`config.mk`:
```
export PLATFORM = sky130hd
export DESIGN_NAME = fpu_to_int
export DESIGN_NICKNAME = d
export VERILOG_FILES = /design/src/rtl/fpu_to_int.sv
export SDC_FILE = /design/constraint.sdc
export NUM_CORES = 1
export LEC_CHECK = 0
export CAP_MARGIN = 10
export CORE_ASPECT_RATIO = 1.25
export CORE_MARGIN = 1.5
export CORE_UTILIZATION = 55
export CTS_BUF_LIST = sky130_fd_sc_hd__clkbuf_16
export CTS_CLUSTER_SIZE = 30
export DETAILED_ROUTE_END_ITERATION = 7
export PLACE_DENSITY = 0.76
export SLEW_MARGIN = 30
export SYNTH_ARGS = -nofsm -noshare
export SYNTH_HDL_FRONTEND = slang
export SYNTH_SLANG_ARGS = --single-unit
export TNS_END_PERCENT = 100
```
`constraint.sdc`:
```
create_clock -name clock100KHz -period 13.63 [get_ports clock100KHz]
set_clock_uncertainty 0.05 [all_clocks]
set_input_delay 1.363 -clock clock100KHz [delete_from_list [all_inputs] [get_ports clock100KHz]]
set_output_delay 1.363 -clock clock100KHz [all_outputs]
set_load 0.01 [all_outputs]
```
`src/rtl/fpu_to_int.sv`:
```
// Iterative float-to-integer converter for the FPU word format.
// Round to nearest, ties away from zero; one shift step per clock.
module fpu_to_int #(
  parameter int BIAS    = 31,
  parameter int MAX_RSH = 27
) (
  input  logic        clock100KHz,
  input  logic        reset,
  input  logic        start,
  input  logic [31:0] float_in,
  output logic        busy,
  output logic        done,
  output logic [31:0] int_out,
  output logic [3:0]  status_out
);

  localparam logic [3:0] ST_EXACT = 4'b0001;
  localparam logic [3:0] ST_INEX  = 4'b0010;
  localparam logic [3:0] ST_OVF   = 4'b0100;
  localparam logic [3:0] ST_UNF   = 4'b1000;

  localparam logic        [7:0] BIAS8 = 8'(BIAS);
  localparam logic signed [7:0] RCAP  = 8'(MAX_RSH);

  typedef enum logic [1:0] {
    IDLE,
    UNPACK,
    SHIFT,
    DONE
  } state_t;

  state_t state, state_nx;

  logic [31:0] fin;
  logic [31:0] acc;
  logic        guard;
  logic        sticky;
  logic [4:0]  cnt;
  logic        left;
  logic [31:0] res;
  logic [3:0]  stat;

  // field decode of the captured operand
  logic        sgn;
  logic [5:0]  ex;
  logic [24:0] mant;
  logic [25:0] sig;
  logic signed [7:0] e;
  logic signed [7:0] k;
  logic signed [7:0] nk;

  assign sgn  = fin[31];
  assign ex   = fin[30:25];
  assign mant = fin[24:0];
  assign sig  = {(ex != 6'd0), mant};
  assign e    = {2'b00, ex} - BIAS8;
  assign k    = e - 8'sd25;
  assign nk   = -k;

  logic zero;
  logic den;
  logic ovf;
  logic big;
  logic early;
  logic [3:0] estat;
  logic [4:0] cnt_init;

  assign zero = (ex == 6'd0) && (mant == '0);
  assign den  = (ex == 6'd0) && (mant != '0);
  assign ovf  = (e >= 8'sd31) &&
                !(sgn && (e == 8'sd31) && (mant == '0));
  assign big  = k[7] && (nk > RCAP);

  always_comb begin
    early = 1'b1;
    estat = ST_EXACT;
    unique case (1'b1)
      zero:    estat = ST_EXACT;
      den:     estat = ST_UNF;
      ovf:     estat = ST_OVF;
      default: early = 1'b0;
    endcase
  end

  always_comb begin
    cnt_init = k[4:0];
    if (k[7]) begin
      cnt_init = big ? RCAP[4:0] : nk[4:0];
    end
  end

  // one shift step plus the rounding of its result
  logic [31:0] sh_acc;
  logic        sh_g;
  logic        sh_s;
  logic [31:0] mag;
  logic [31:0] sint;
  logic [3:0]  rstat;
  logic        last;

  always_comb begin
    sh_acc = acc;
    sh_g   = guard;
    sh_s   = sticky;
    if (cnt != 5'd0) begin
      if (left) begin
        sh_acc = acc << 1;
      end else begin
        sh_acc = acc >> 1;
        sh_g   = acc[0];
        sh_s   = sticky | guard;
      end
    end
    mag  = sh_acc + {31'd0, sh_g};
    sint = sgn ? -mag : mag;
    if (mag == 32'd0) begin
      rstat = ST_UNF;
    end else if (sh_g | sh_s) begin
      rstat = ST_INEX;
    end else begin
      rstat = ST_EXACT;
    end
  end

  // rounding is folded into the final shift cycle
  assign last = (cnt <= 5'd1);

  always_comb begin
    state_nx = state;
    unique case (state)
      IDLE:    if (start) state_nx = UNPACK;
      UNPACK:  state_nx = early ? DONE : SHIFT;
      SHIFT:   if (last) state_nx = DONE;
      DONE:    state_nx = IDLE;
      default: state_nx = IDLE;
    endcase
  end

  always_ff @(posedge clock100KHz or negedge reset) begin
    if (!reset) begin
      state <= IDLE;
    end else begin
      state <= state_nx;
    end
  end

  always_ff @(posedge clock100KHz or negedge reset) begin
    if (!reset) begin
      fin    <= '0;
      acc    <= '0;
      guard  <= 1'b0;
      sticky <= 1'b0;
      cnt    <= '0;
      left   <= 1'b0;
      res    <= '0;
      stat   <= '0;
    end else begin
      unique case (state)
        IDLE: begin
          if (start) fin <= float_in;
        end
        UNPACK: begin
          acc    <= big ? 32'd0 : {6'd0, sig};
          guard  <= 1'b0;
          sticky <= big & (|sig);
          cnt    <= cnt_init;
          left   <= !k[7];
          if (early) begin
            res  <= '0;
            stat <= estat;
          end
        end
        SHIFT: begin
          acc    <= sh_acc;
          guard  <= sh_g;
          sticky <= sh_s;
          if (cnt != 5'd0) cnt <= cnt - 5'd1;
          if (last) begin
            res  <= sint;
            stat <= rstat;
          end
        end
        default: ;
      endcase
    end
  end

  assign busy       = (state != IDLE);
  assign done       = (state == DONE);
  assign int_out    = res;
  assign status_out = stat;

endmodule
```
Word level (Yosys, flattened, before mapping)
Cells that the tools add are included.
{"block": "totals", "ff_bits": 110, "input_bits": 35, "out_inout_bits": 38, "elab_cells": 81}
{"block": "classes", "add_sub_neg": 6, "order_cmp": 3, "eq_ne": 8, "muxes": 29, "bitwise_logic": 3, "n_reduce_logical": 23}
{"operator": "$mux 32", "n": 5}
{"operator": "$pmux 32 s2", "n": 2}
{"operator": "$add 32x1->32", "n": 1}
{"operator": "$logic_not 32->1", "n": 1}
{"operator": "$neg 32->32", "n": 1}
{"operator": "$mux 26", "n": 1}
{"operator": "$reduce_or 26->1", "n": 1}
{"operator": "$logic_not 25->1", "n": 1}
{"operator": "$reduce_bool 25->1", "n": 1}
{"operator": "$pmux 4 s2", "n": 2}
{"operator": "$mux 5", "n": 3}
{"operator": "$mux 4", "n": 3}
{"operator": "$pmux 5 s2", "n": 1}
{"operator": "$gt 8x6->1 const B", "n": 1}
{"operator": "$ne 2x2->1 const B", "n": 4}
{"operator": "$neg 8->8", "n": 1}
{"operator": "$pmux 2 s4", "n": 1}
{"operator": "$sub 7x6->8 const B", "n": 1}
{"operator": "$eq 7x6->1 const B", "n": 1}
{"operator": "$ge 7x6->1 const B", "n": 1}
{"operator": "$sub 6x5->7 const B", "n": 1}
{"operator": "$logic_and 1x1->1", "n": 6}
{"operator": "$logic_not 6->1", "n": 1}
{"operator": "$mux 1", "n": 6}
{"operator": "16 further kinds", "n": 25}

Logic depth before layout (Yosys ltp)
Gate-level depths: netlist of run 1.
{"block": "depth", "word_depth": 10, "depth_mapped": 22, "ltp_nobuf": 17}

Least setup slack after synthesis of run 1
Ideal clock, no wire load.
{"block": "synth_timing", "path_kind": "register -> register", "from": "register cnt[0]", "to": "register res[27], in the netlist int_out[27]", "setup_ns": 0.121, "arrival_time_ns": 5.421, "t_required_ns": 13.459, "path_slack_ns": 8.038, "path_stages_with_launch": 22, "path_buffers": 6, "synth_period_minus_slack_ns": 5.592, "cell_sequence": "dfrtp_1 -> inv_1 -> ha_1 -> nor4b_4 -> clkbuf_1 -> buf_2 -> buf_2 -> buf_1 -> clkbuf_1 -> nand2_1 -> nand2_1 -> ha_1 -> ha_1 -> clkbuf_1 -> o2111ai_2 -> or4_4 -> nor3_4 -> xor2_2 -> nand4_4 -> o41ai_1 -> xor2_1 -> a22o_1"}
{"block": "synth_via", "elab_chain_len": 7, "elab_cells_between_ends": 11, "cone_classes": "add/sub (2); order compare (1); eq/ne (1); mux (5); reduce/logical (2)"}
{"element": "from (decl)", "line": "38", "source": "logic [4:0] cnt;"}
{"element": "from (signal assigned)", "line": "166", "source": "cnt <= cnt_init;"}
{"element": "from (signal assigned)", "line": "177", "source": "if (cnt != 5'd0) cnt <= cnt - 5'd1;"}
{"element": "$reduce_bool 5->1", "line": "105", "source": "if (cnt != 5'd0) begin"}
{"element": "$mux 32 or $mux 1 (tied branches)", "line": "105"}
{"element": "$add 32x1->32", "line": "114", "source": "mag = sh_acc + {31'd0, sh_g};"}
{"element": "$neg 32->32", "line": "115", "source": "sint = sgn ? -mag : mag;"}
{"element": "$mux 32", "line": "115"}
{"element": "$mux 32", "line": "178", "source": "if (last) begin"}
{"element": "$pmux 32 s2", "line": "158", "source": "unique case (state)"}
{"element": "to (signal assigned)", "line": "179", "source": "res <= sint;"}
{"element": "to (decl)", "line": "40", "source": "logic [31:0] res;"}
Parallel ways exist; a longest one is shown, timed or not. The select of a mux whose other input is x is not followed.
A chain may end at the register's enable or synchronous reset.

Final worst setup path of run 1
{"block": "layout_timing", "from": "register cnt[0]", "to": "register stat[1], in the netlist status_out[1]"}
{"block": "layout_via", "elab_chain_len": 7, "elab_cells_between_ends": 14, "cone_classes": "add/sub (1); order compare (1); eq/ne (1); mux (7); bitwise (1); reduce/logical (3)"}
{"element": "$reduce_bool 5->1", "line": "105"}
{"element": "$mux 32 or $mux 1 (tied branches)", "line": "105"}
{"element": "$add 32x1->32 or $or 1x1->1 (tied branches)", "line": "114, 118"}
{"element": "$logic_not 32->1 or $mux 2 (tied branches)", "line": "116, 118"}
{"element": "$mux 4", "line": "116", "source": "if (mag == 32'd0) begin"}
{"element": "$mux 4", "line": "178"}
{"element": "$pmux 4 s2", "line": "158"}
{"element": "to (signal assigned)", "line": "170", "source": "stat <= estat;"}
{"element": "to (signal assigned)", "line": "180", "source": "stat <= rstat;"}
{"element": "to (decl)", "line": "41", "source": "logic [3:0] stat;"}
Parallel ways exist; a longest one is shown, timed or not. The select of a mux whose other input is x is not followed.

==> results of run 1 <==
## final timing paths
check | startpoint | to | cells past startpoint
min in group asynchronous | reset | acc[25]$_DFFE_PN0P_ | 1
max in group asynchronous | reset | acc[9]$_DFFE_PN0P_ | 2
max reg2reg | cnt[0]$_DFFE_PN0P_ | status_out[1]$_DFFE_PN0P_ | 17
max | cnt[0]$_DFFE_PN0P_ | status_out[1]$_DFFE_PN0P_ | 17
min | int_out[2]$_DFFE_PN0P_ | int_out[2]$_DFFE_PN0P_ | 2
min reg2reg | int_out[2]$_DFFE_PN0P_ | int_out[2]$_DFFE_PN0P_ | 2
## metrics by stage
stage / hold slack (ps) / power [mW] / setup WS [ps] / util, % / std cells
final: 441 / 2.45 / 8060 / 63.8 / 1140
after global routing: 467 / 2.65 / 7560 / 63.8 / 1140
after CTS: 444 / 2.44 / 8070 / 63.8 / 1140
after detailed placement: 427 / 2.20 / 8090 / 62.0 / 1125
after global placement: 416 / 2.17 / 8310 / 62.0 / 1125
after floorplan: 418 / 1.79 / 8040 / - / 932
## where the power goes
| group | internal [mW] | leakage, nW | switching [mW] |
|---|---|---|---|
| Combinational | 0.648 | 2.17 | 0.930 |
| Sequential | 0.471 | 1.40 | 0.160 |
| Clock | 0.122 | 0.127 | 0.121 |
## logic make-up after synthesis
| family | share of synthesized area (%) |
|---|---|
| mux | 11.5 |
| compound gates | 19.6 |
| fa+ha+maj | 2.13 |
| xor+xnor | 7.63 |
| simple gates | 20.5 |
| flops | 33.5 |
| buf+inv | 5.16 |
## flip-flops by register name, summed over array words and instances (netlist names)
name        cells
guard           1
status_out      4
fin            32
cnt             5
acc            32
left            1
int_out        32
state           2
sticky          1
## routing by layer
metal	global-route usage, %	share of wire, %
met1	37.7	47
met2	42.2	47
met3	2.96	4.1
met5	0	0
met4	9.59	2.3
## worst reg2reg max path: cells and delay by family (launching register included)
kind,cells,cell delay (ps)
adders and majority gates,2,460
DFF,1,420
xor gates and xnor gates,1,200
AOI/OAI and AO/OA,5,1680
and+or+nand+nor,6,1880
buffers and inverters,3,780
## cell type report
| type | count | area, sq um | area share, % |
|---|---|---|---|
| multi-input combinational | 716 | 5050 | 54.7 |
| sequential | 110 | 2750 | 29.8 |
| clock buffer | 9 | 225 | 2.44 |
| timing repair buffer | 84 | 808 | 8.75 |
| clock inverter | 6 | 37.5 | 0.406 |
| tap | 178 | 223 | 2.41 |
| inverter | 37 | 139 | 1.50 |
## cells in the final DEF (no fill, tap or decap), types with 6 or more instances in the layout
cell type | synthesis | final
mux2i_1 | 37 | 37
nand3b_1 | 13 | 13
nor3_1 | 25 | 24
a31oi_1 | 21 | 21
nand4_1 | 18 | 18
o221ai_1 | 10 | 10
xor2_1 | 20 | 20
o22ai_1 | 15 | 15
buf_4 | 0 | 13
nand2b_1 | 6 | 6
o31ai_1 | 16 | 16
or3_1 | 8 | 8
xnor2_1 | 46 | 46
inv_1 | 36 | 36
dfrtp_1 | 110 | 109
mux2_2 | 49 | 49
clkbuf_16 | 0 | 9
nor2_1 | 74 | 74
nand3_1 | 41 | 41
ha_1 | 14 | 13
nor4_1 | 18 | 18
a22o_1 | 23 | 23
a21oi_1 | 29 | 29
a211oi_1 | 6 | 6
nand2_1 | 79 | 79
o211ai_1 | 7 | 7
and3_1 | 9 | 9
clkdlybuf4s50_1 | 0 | 71
o21ai_0 | 46 | 46
==> results.toml, run 1 <==
[outcome]
status = "finished with violations"
failed_checks = "design-rule violations"

[routing]
wl_per_cell_um = 17.7
wl_mm = 20.2
drtPass1Iterations = 8
viasPerCell = 6.29
drtIter0Drc = 730
post-route-drc-count = 1
detail-route-antenna-nets = 0
via_count = 7176

[layout]
diodes = 0
drive_above_1_share_pct = 10.9
final_nets = 1007
fin_area_sq_mm = 0.00924
fillCellCount = 1247
area_growth_pct = 12.4

[placement]
numPortBuffers = 72
routabilityCongestion = 0.972
dpl_cell_area_sq_mm = 0.00897
post-dp-hpwl_mm = 15.1

[yosys]
synth_top_cell_by_area = "dfrtp_1"
syn-num-nets = 981
yosysSeqAreaShare_pct = 33.5
synthFlopType = "dfrtp_1"
synth-edff-count = 0
ys_warn_count = 0
synthArstFlopShare_pct = 100
synthTopCellsByCount = "dfrtp_1 (110), nand2_1 (79), nor2_1 (74), mux2_2 (49)"
syn_area_sq_mm = 0.00822
yosysTopAreaCellShare_pct = 33.5
netlist-cell-type-count = 79
ys_seq_elements = 110
postSynthAreaPerCell_sq_um = 8.82
synth.area.top_cells = "dfrtp_1 (33%), mux2_2 (6.7%), xnor2_1 (4.9%)"
yosysMostFrequentCell = "dfrtp_1"
syn_inst = 932

[timing]
min_period_over_period_pct = 40.8
rsz0062_at_grt = "false"
post-route-min-period_ps = 5570
hold_viol = 0
tightest_slew_ps = 868
setup_viol = 0
drv_slew = 0
slew-limit-headroom_pct = 41.9
setup-tns-final_ps = 0
max_freq_mhz = 180

[power_and_ir_drop]
p_per_area_mw_per_mm2 = 266
leakagePower_nw = 3.69
peakVddDrop_v = 0.000159

[clock_network]
cts_max_level = 3
cts_sinks = 110
post-cts-setup-buffers = 0
clkTransAtPathRegs_ps = 80
cts_hold_buf = 0
clock-root-buffer = "clkbuf_16"
clk_latency_ps = 360
cts_buffers = 9
ctsResizeCount = 0
tritoncts = "yes"
cts_max_path_buffers = 2

[setup_path]
cp.arrival_ps = 5780
crit_fanout = 72
path_buf_inv = 3
worstPathRequired_ps = 13840
crit_chain = "inv_1, ha_1, nor4b_4, buf_4, nor2_1, o21ai_0, ha_1, inv_1, a211oi_1, o22ai_2, nor4_1, xor2_1, a311oi_1, nand2_1, nor3_2, nand3_1, a32o_1"
critical_path.slowest_cell = "nor4_1"
worst_setup_path_end_kind = "register"
crit_path_start_kind = "register"
crit_family = "simple AND/OR/NAND/NOR gates"
slowest_delay_ps = 640
critical_path_class = "register to register"
reg2reg_setup_slack_ps = 8060

[grt]
antenna_found_initial = 0
grt_first_pass_wirelength_mm = 33.7
grt_max_degree = 73
grt_usage_pct = 26.6
grt_overflow_total = 0
first_global_vias = 6585

[floorplan]
coreArea_sq_mm = 0.0145
initial_utilization_pct = 56.8
num_rows = 49
die_height_um = 140
die-width_um = 112
design.die.area_sq_mm = 0.0157
io_pins = 73

[min_path]
hold_class = "register to register"

[job]
maxCapViolCount = 0
Power figures use the tool's default switching activity.
==> run 2: changes to the inputs <==
--- a/config.mk
+++ b/config.mk
@@ -8,7 +8,7 @@
 export CAP_MARGIN = 10
 export CORE_ASPECT_RATIO = 1.25
 export CORE_MARGIN = 1.5
-export CORE_UTILIZATION = 55
+export CORE_UTILIZATION = 53
 export CTS_BUF_LIST = sky130_fd_sc_hd__clkbuf_16
 export CTS_CLUSTER_SIZE = 30
 export DETAILED_ROUTE_END_ITERATION = 7
==> constraint.sdc (replaced) <==
create_clock -name clock100KHz -period 5.1 [get_ports clock100KHz]
set_clock_uncertainty 0.05 [all_clocks]
set_input_delay 0.51 -clock clock100KHz [delete_from_list [all_inputs] [get_ports clock100KHz]]
set_output_delay 0.51 -clock clock100KHz [all_outputs]
set_load 0.01 [all_outputs]
==> results.toml, run 2 (synthesis results as in run 1) <==
[outcome]
status = "finished clean"

[clock_network]
clock-root-buffer = "clkbuf_16"
cts_hold_buf = 0
cts_buffers = 9
cts_max_path_buffers = 2
cts_sinks = 110
tritoncts = "yes"
clkTransAtPathRegs_ps = 70
cts_max_level = 3
clk_latency_ps = 370

[layout]
final_common_cell = "dfrtp_1"
layout.area.seq_sq_mm = 0.00275
fin_cells = 1178
final_util_pct = 62.6
fin_area_sq_mm = 0.00944
final_nets = 1014
drive_above_1_share_pct = 12.2
multi_input_area_sq_mm = 0.00509
diodes = 0
layout_common_cells = "dfrtp_1 (109), nand2_1 (79), nor2_1 (72), clkdlybuf4s50_1 (71), mux2_2 (49)"
area_growth_pct = 14.8
fillCellCount = 1308

[routing]
viasPerCell = 6.18
detail-route-antenna-nets = 0
drtIter0Drc = 626
wl_per_cell_um = 17.8
via_count = 7278
wl_mm = 21.0
drtPass1Iterations = 5
post-route-drc-count = 0

[setup_path]
critical_path_class = "register to register"
crit_fanout = 15
crit_chain = "inv_1, ha_1, nor4b_4, nor2_2, o21ai_1, ha_1, inv_1, a211oi_1, o22ai_2, nor4b_4, nor4b_2, xor2_2, nand4_4, o41ai_2, xor2_1, a22o_1"
crit_path_start_kind = "register"
worst_setup_path_end_kind = "register"
slowest_delay_ps = 440
worstPathRequired_ps = 5300
crit_family = "compound AO/OA/AOI/OAI gates"
cp.arrival_ps = 4990
critical_path.slowest_cell = "nor4b_4"
path_buf_inv = 2

[grt]
grt_usage_pct = 26.6
grt_use_met3_pct = 2.60
antenna_found_initial = 0
top_usage_layer = "met2"
grt_max_degree = 74
grtUsageMet1_pct = 36.2
grt_util_met2_pct = 43.7
grt_first_pass_wirelength_mm = 34.8
grt_overflow_total = 0
first_global_vias = 6681

[placement]
post-dp-hpwl_mm = 15.8
place_inst = 1162
dpl_cell_area_sq_mm = 0.00911
routabilityCongestion = 0.968
pre_cts_slack_ps = 365
numPortBuffers = 72

[job]
maxCapViolCount = 0

[timing]
holdWs_ps = 92.9
post-route-min-period_ps = 4780
fin_ws_ps = 318
drv_slew = 0
rsz0062_at_grt = "false"
max_freq_mhz = 209
slew-limit-headroom_pct = 40.3
setup-tns-final_ps = 0
setup_viol = 0
tightest_slew_ps = 887
min_period_over_period_pct = 93.8
hold_viol = 0

[power_and_ir_drop]
p_sw_share_pct = 48.9
leakagePower_nw = 3.77
p_per_area_mw_per_mm2 = 717
p_clk_share_pct = 11.4
power_frac_comb_pct = 63.2
p_int_mw = 3.46
seq_power_share_pct = 25.4
total_power_mw = 6.77
p_sw_mw = 3.31
peakVddDrop_v = 0.000476

[floorplan]
io_pins = 73
coreArea_sq_mm = 0.0151
die-width_um = 114
design.die.area_sq_mm = 0.0163
die_height_um = 142
initial_utilization_pct = 54.5
num_rows = 50

[min_path]
hold_class = "input port to async pin"
[run 2: changes by cell type in the layout (fill, tap and decap cells not counted), sizes merged]
cell and delta:
inv +1, buf +7, bufinv +2, clkinv -2
[run 2: cell type report]
type	instances	area share, %
Multi-Input combinational cell	716	53.9
Inverter	37	1.47
Sequential cell	110	29.2
Clock inverter	7	0.994
Clock buffer	9	2.39
Tap cell	208	2.76
Timing Repair Buffer	91	9.33
[run 2: final timing paths]
path / from / endpoint / slack (ps) / depth (start not counted)
min reg2reg: int_out[0]$_DFFE_PN0P_ / int_out[0]$_DFFE_PN0P_ / 430 / 2
min: reset / fin[25]$_DFFE_PN0P_ / 90 / 1
max in group asynchronous: reset / fin[14]$_DFFE_PN0P_ / 3960 / 2
max reg2reg: cnt[0]$_DFFE_PN0P_ / int_out[26]$_DFFE_PN0P_ / 320 / 16
max: cnt[0]$_DFFE_PN0P_ / int_out[26]$_DFFE_PN0P_ / 320 / 16
min in group clock100KHz: int_out[0]$_DFFE_PN0P_ / int_out[0]$_DFFE_PN0P_ / 430 / 2
[run 2: metal layers]
metal | vias up | share of wire (%)
li1 | 3520 | -
met1 | 3490 | 44
met4 | 0 | 2.8
met3 | 33 | 4.5
met2 | 235 | 49
met5 | - | 0
[run 2: repair_timing]
item / in CTS / in global routing
endpoints found under the setup margin: 0 / 3
resized for setup: 0 / 3
buffers inserted: 0 / 0
[run 2: power by group through the flow]
stage          combinational (mW)  sequential (mW)  clock [mW]
3_5_place_dp                 4.23             1.73           0
2_1_floorplan                3.25             1.57           0
3_3_place_gp                 4.18             1.72           0
4_1_cts                      4.26             1.71       0.781
6_report                     4.28             1.72       0.772
5_1_grt                      4.69             1.79       0.812
==> run 3: changes to the inputs <==
--- a/config.mk
+++ b/config.mk
@@ -10,10 +10,8 @@
 export CORE_MARGIN = 1.5
 export CORE_UTILIZATION = 53
 export CTS_BUF_LIST = sky130_fd_sc_hd__clkbuf_16
-export CTS_CLUSTER_SIZE = 30
 export DETAILED_ROUTE_END_ITERATION = 7
-export PLACE_DENSITY = 0.76
-export SLEW_MARGIN = 30
+export PLACE_DENSITY = 0.88
 export SYNTH_ARGS = -nofsm -noshare
 export SYNTH_HDL_FRONTEND = slang
 export SYNTH_SLANG_ARGS = --single-unit
==> results.toml, run 3 (synthesis results as in run 1) <==
[routing]
post-route-drc-count = 0
drtIter0Drc = 755
detail-route-antenna-nets = 0
viasPerCell = 6.11
via_count = 7218
drtPass1Iterations = 6
wl_per_cell_um = 17.3
wl_mm = 20.4

[layout]
layout.area.seq_sq_mm = 0.00275
area_growth_pct = 15.2
multi_input_area_sq_mm = 0.00511
fin_area_sq_mm = 0.00947
layout_common_cells = "dfrtp_1 (109), nand2_1 (79), nor2_1 (74), clkdlybuf4s50_1 (71), mux2_2 (49)"
diodes = 0
drive_above_1_share_pct = 12.5
fillCellCount = 1243
final_nets = 1017
final_util_pct = 62.8
final_common_cell = "dfrtp_1"

[floorplan]
coreArea_sq_mm = 0.0151
design.die.area_sq_mm = 0.0163
num_rows = 50
die_height_um = 142
die-width_um = 114
initial_utilization_pct = 54.5
io_pins = 73

[clock_network]
cts_sinks = 110
cts_max_path_buffers = 2
tritoncts = "yes"
cts_max_level = 3
cts_hold_buf = 0
cts_buffers = 9
clkTransAtPathRegs_ps = 70
clk_latency_ps = 360
clock-root-buffer = "clkbuf_16"

[power_and_ir_drop]
leakagePower_nw = 3.78
p_per_area_mw_per_mm2 = 714
peakVddDrop_v = 0.000420

[timing]
post-route-min-period_ps = 4870
holdWs_ps = 148
tightest_slew_ps = 976
setup_viol = 0
min_period_over_period_pct = 95.6
drv_slew = 0
max_freq_mhz = 205
slew-limit-headroom_pct = 34.7
hold_viol = 0
rsz0062_at_grt = "false"
setup-tns-final_ps = 0
fin_ws_ps = 226

[grt]
grt_usage_pct = 25.6
grt_use_met3_pct = 2.90
antenna_found_initial = 0
grt_first_pass_wirelength_mm = 33.2
grt_util_met2_pct = 42.0
top_usage_layer = "met2"
grtUsageMet1_pct = 34.5
first_global_vias = 6632
grt_max_degree = 65
grt_overflow_total = 0

[placement]
dpl_cell_area_sq_mm = 0.00910
numPortBuffers = 72
pre_cts_slack_ps = 168
post-dp-hpwl_mm = 15.2
routabilityCongestion = 0.992

[setup_path]
worst_setup_path_end_kind = "register"
crit_path_start_kind = "register"
cp.arrival_ps = 5070
critical_path_class = "register to register"
reg2reg_setup_slack_ps = 230
worstPathRequired_ps = 5290
crit_fanout = 48

[min_path]
hold_class = "input port to async pin"

[outcome]
status = "finished clean"

[job]
maxCapViolCount = 0
-- run 3: cell types whose count changed in the layout (fill, tap and decap cells not counted), sizes merged --
cell and delta:
clkinvlp -1, clkinv -1, buf +3, inv +2
-- run 3: critical path, stage by stage (launching register included) --
cell and delay, ps:
dfrtp_1 420, inv_1 110, ha_1 230, nor4b_4 340, buf_4 180, buf_4 240, buf_4 460, mux2i_1 360
o32ai_1 200, nor4_1 480, nand3_1 220, xor2_2 320, nand4_1 230, nor3_1 390, nand3_1 210, a32o_1 310
-- run 3: path summary, 6_finish.rpt --
kind                                   startpoint  depth (start not counted)                        end
max                            cnt[0]$_DFFE_PN0P_                         15  status_out[1]$_DFFE_PN0P_
min                                         reset                          1         cnt[3]$_DFFE_PN0P_
max reg2reg                    cnt[0]$_DFFE_PN0P_                         15  status_out[1]$_DFFE_PN0P_
min reg2reg                int_out[1]$_DFFE_PN0P_                          2     int_out[1]$_DFFE_PN0P_
max in group asynchronous                   reset                          2        acc[12]$_DFFE_PN0P_
min in group clock100KHz   int_out[1]$_DFFE_PN0P_                          2     int_out[1]$_DFFE_PN0P_
-- run 3: report_power, final --
| group | total [mW] | internal, mW | switching, mW |
|---|---|---|---|
| registers | 1.71 | 1.26 | 0.449 |
| logic | 4.28 | 1.78 | 2.51 |
| clock network | 0.770 | 0.434 | 0.337 |
| total | 6.76 | 3.47 | 3.29 |
-- run 3: what timing repair did --
action	CTS	global route
resized for setup	0	5
endpoints found under the setup margin	0	15
setup buffers	0	2
-- run 3: layout make-up --
class	count	share of cell area [%]
multi-input cells	716	54.0
flip-flops and latches	110	29.1
repair buffers	94	9.33
well taps	208	2.75
clock buffers	9	2.38
inverters	37	1.47
clock inverters	7	1.00
-- run 3: metal layers --
| metal | wire [um] | share of wire (%) |
|---|---|---|
| met4 | 634 | 3.1 |
| met5 | 0 | 0 |
| met1 | 8990 | 44 |
| met2 | 9650 | 47 |
| met3 | 1150 | 5.6 |
-- run 3: metrics by stage --
step           std cells  total power [mW]
2_1_floorplan        932              4.82
3_3_place_gp        1163              5.79
3_5_place_dp        1163              5.91
4_1_cts             1179              6.70
5_1_grt             1181              7.28
6_report            1181              6.76
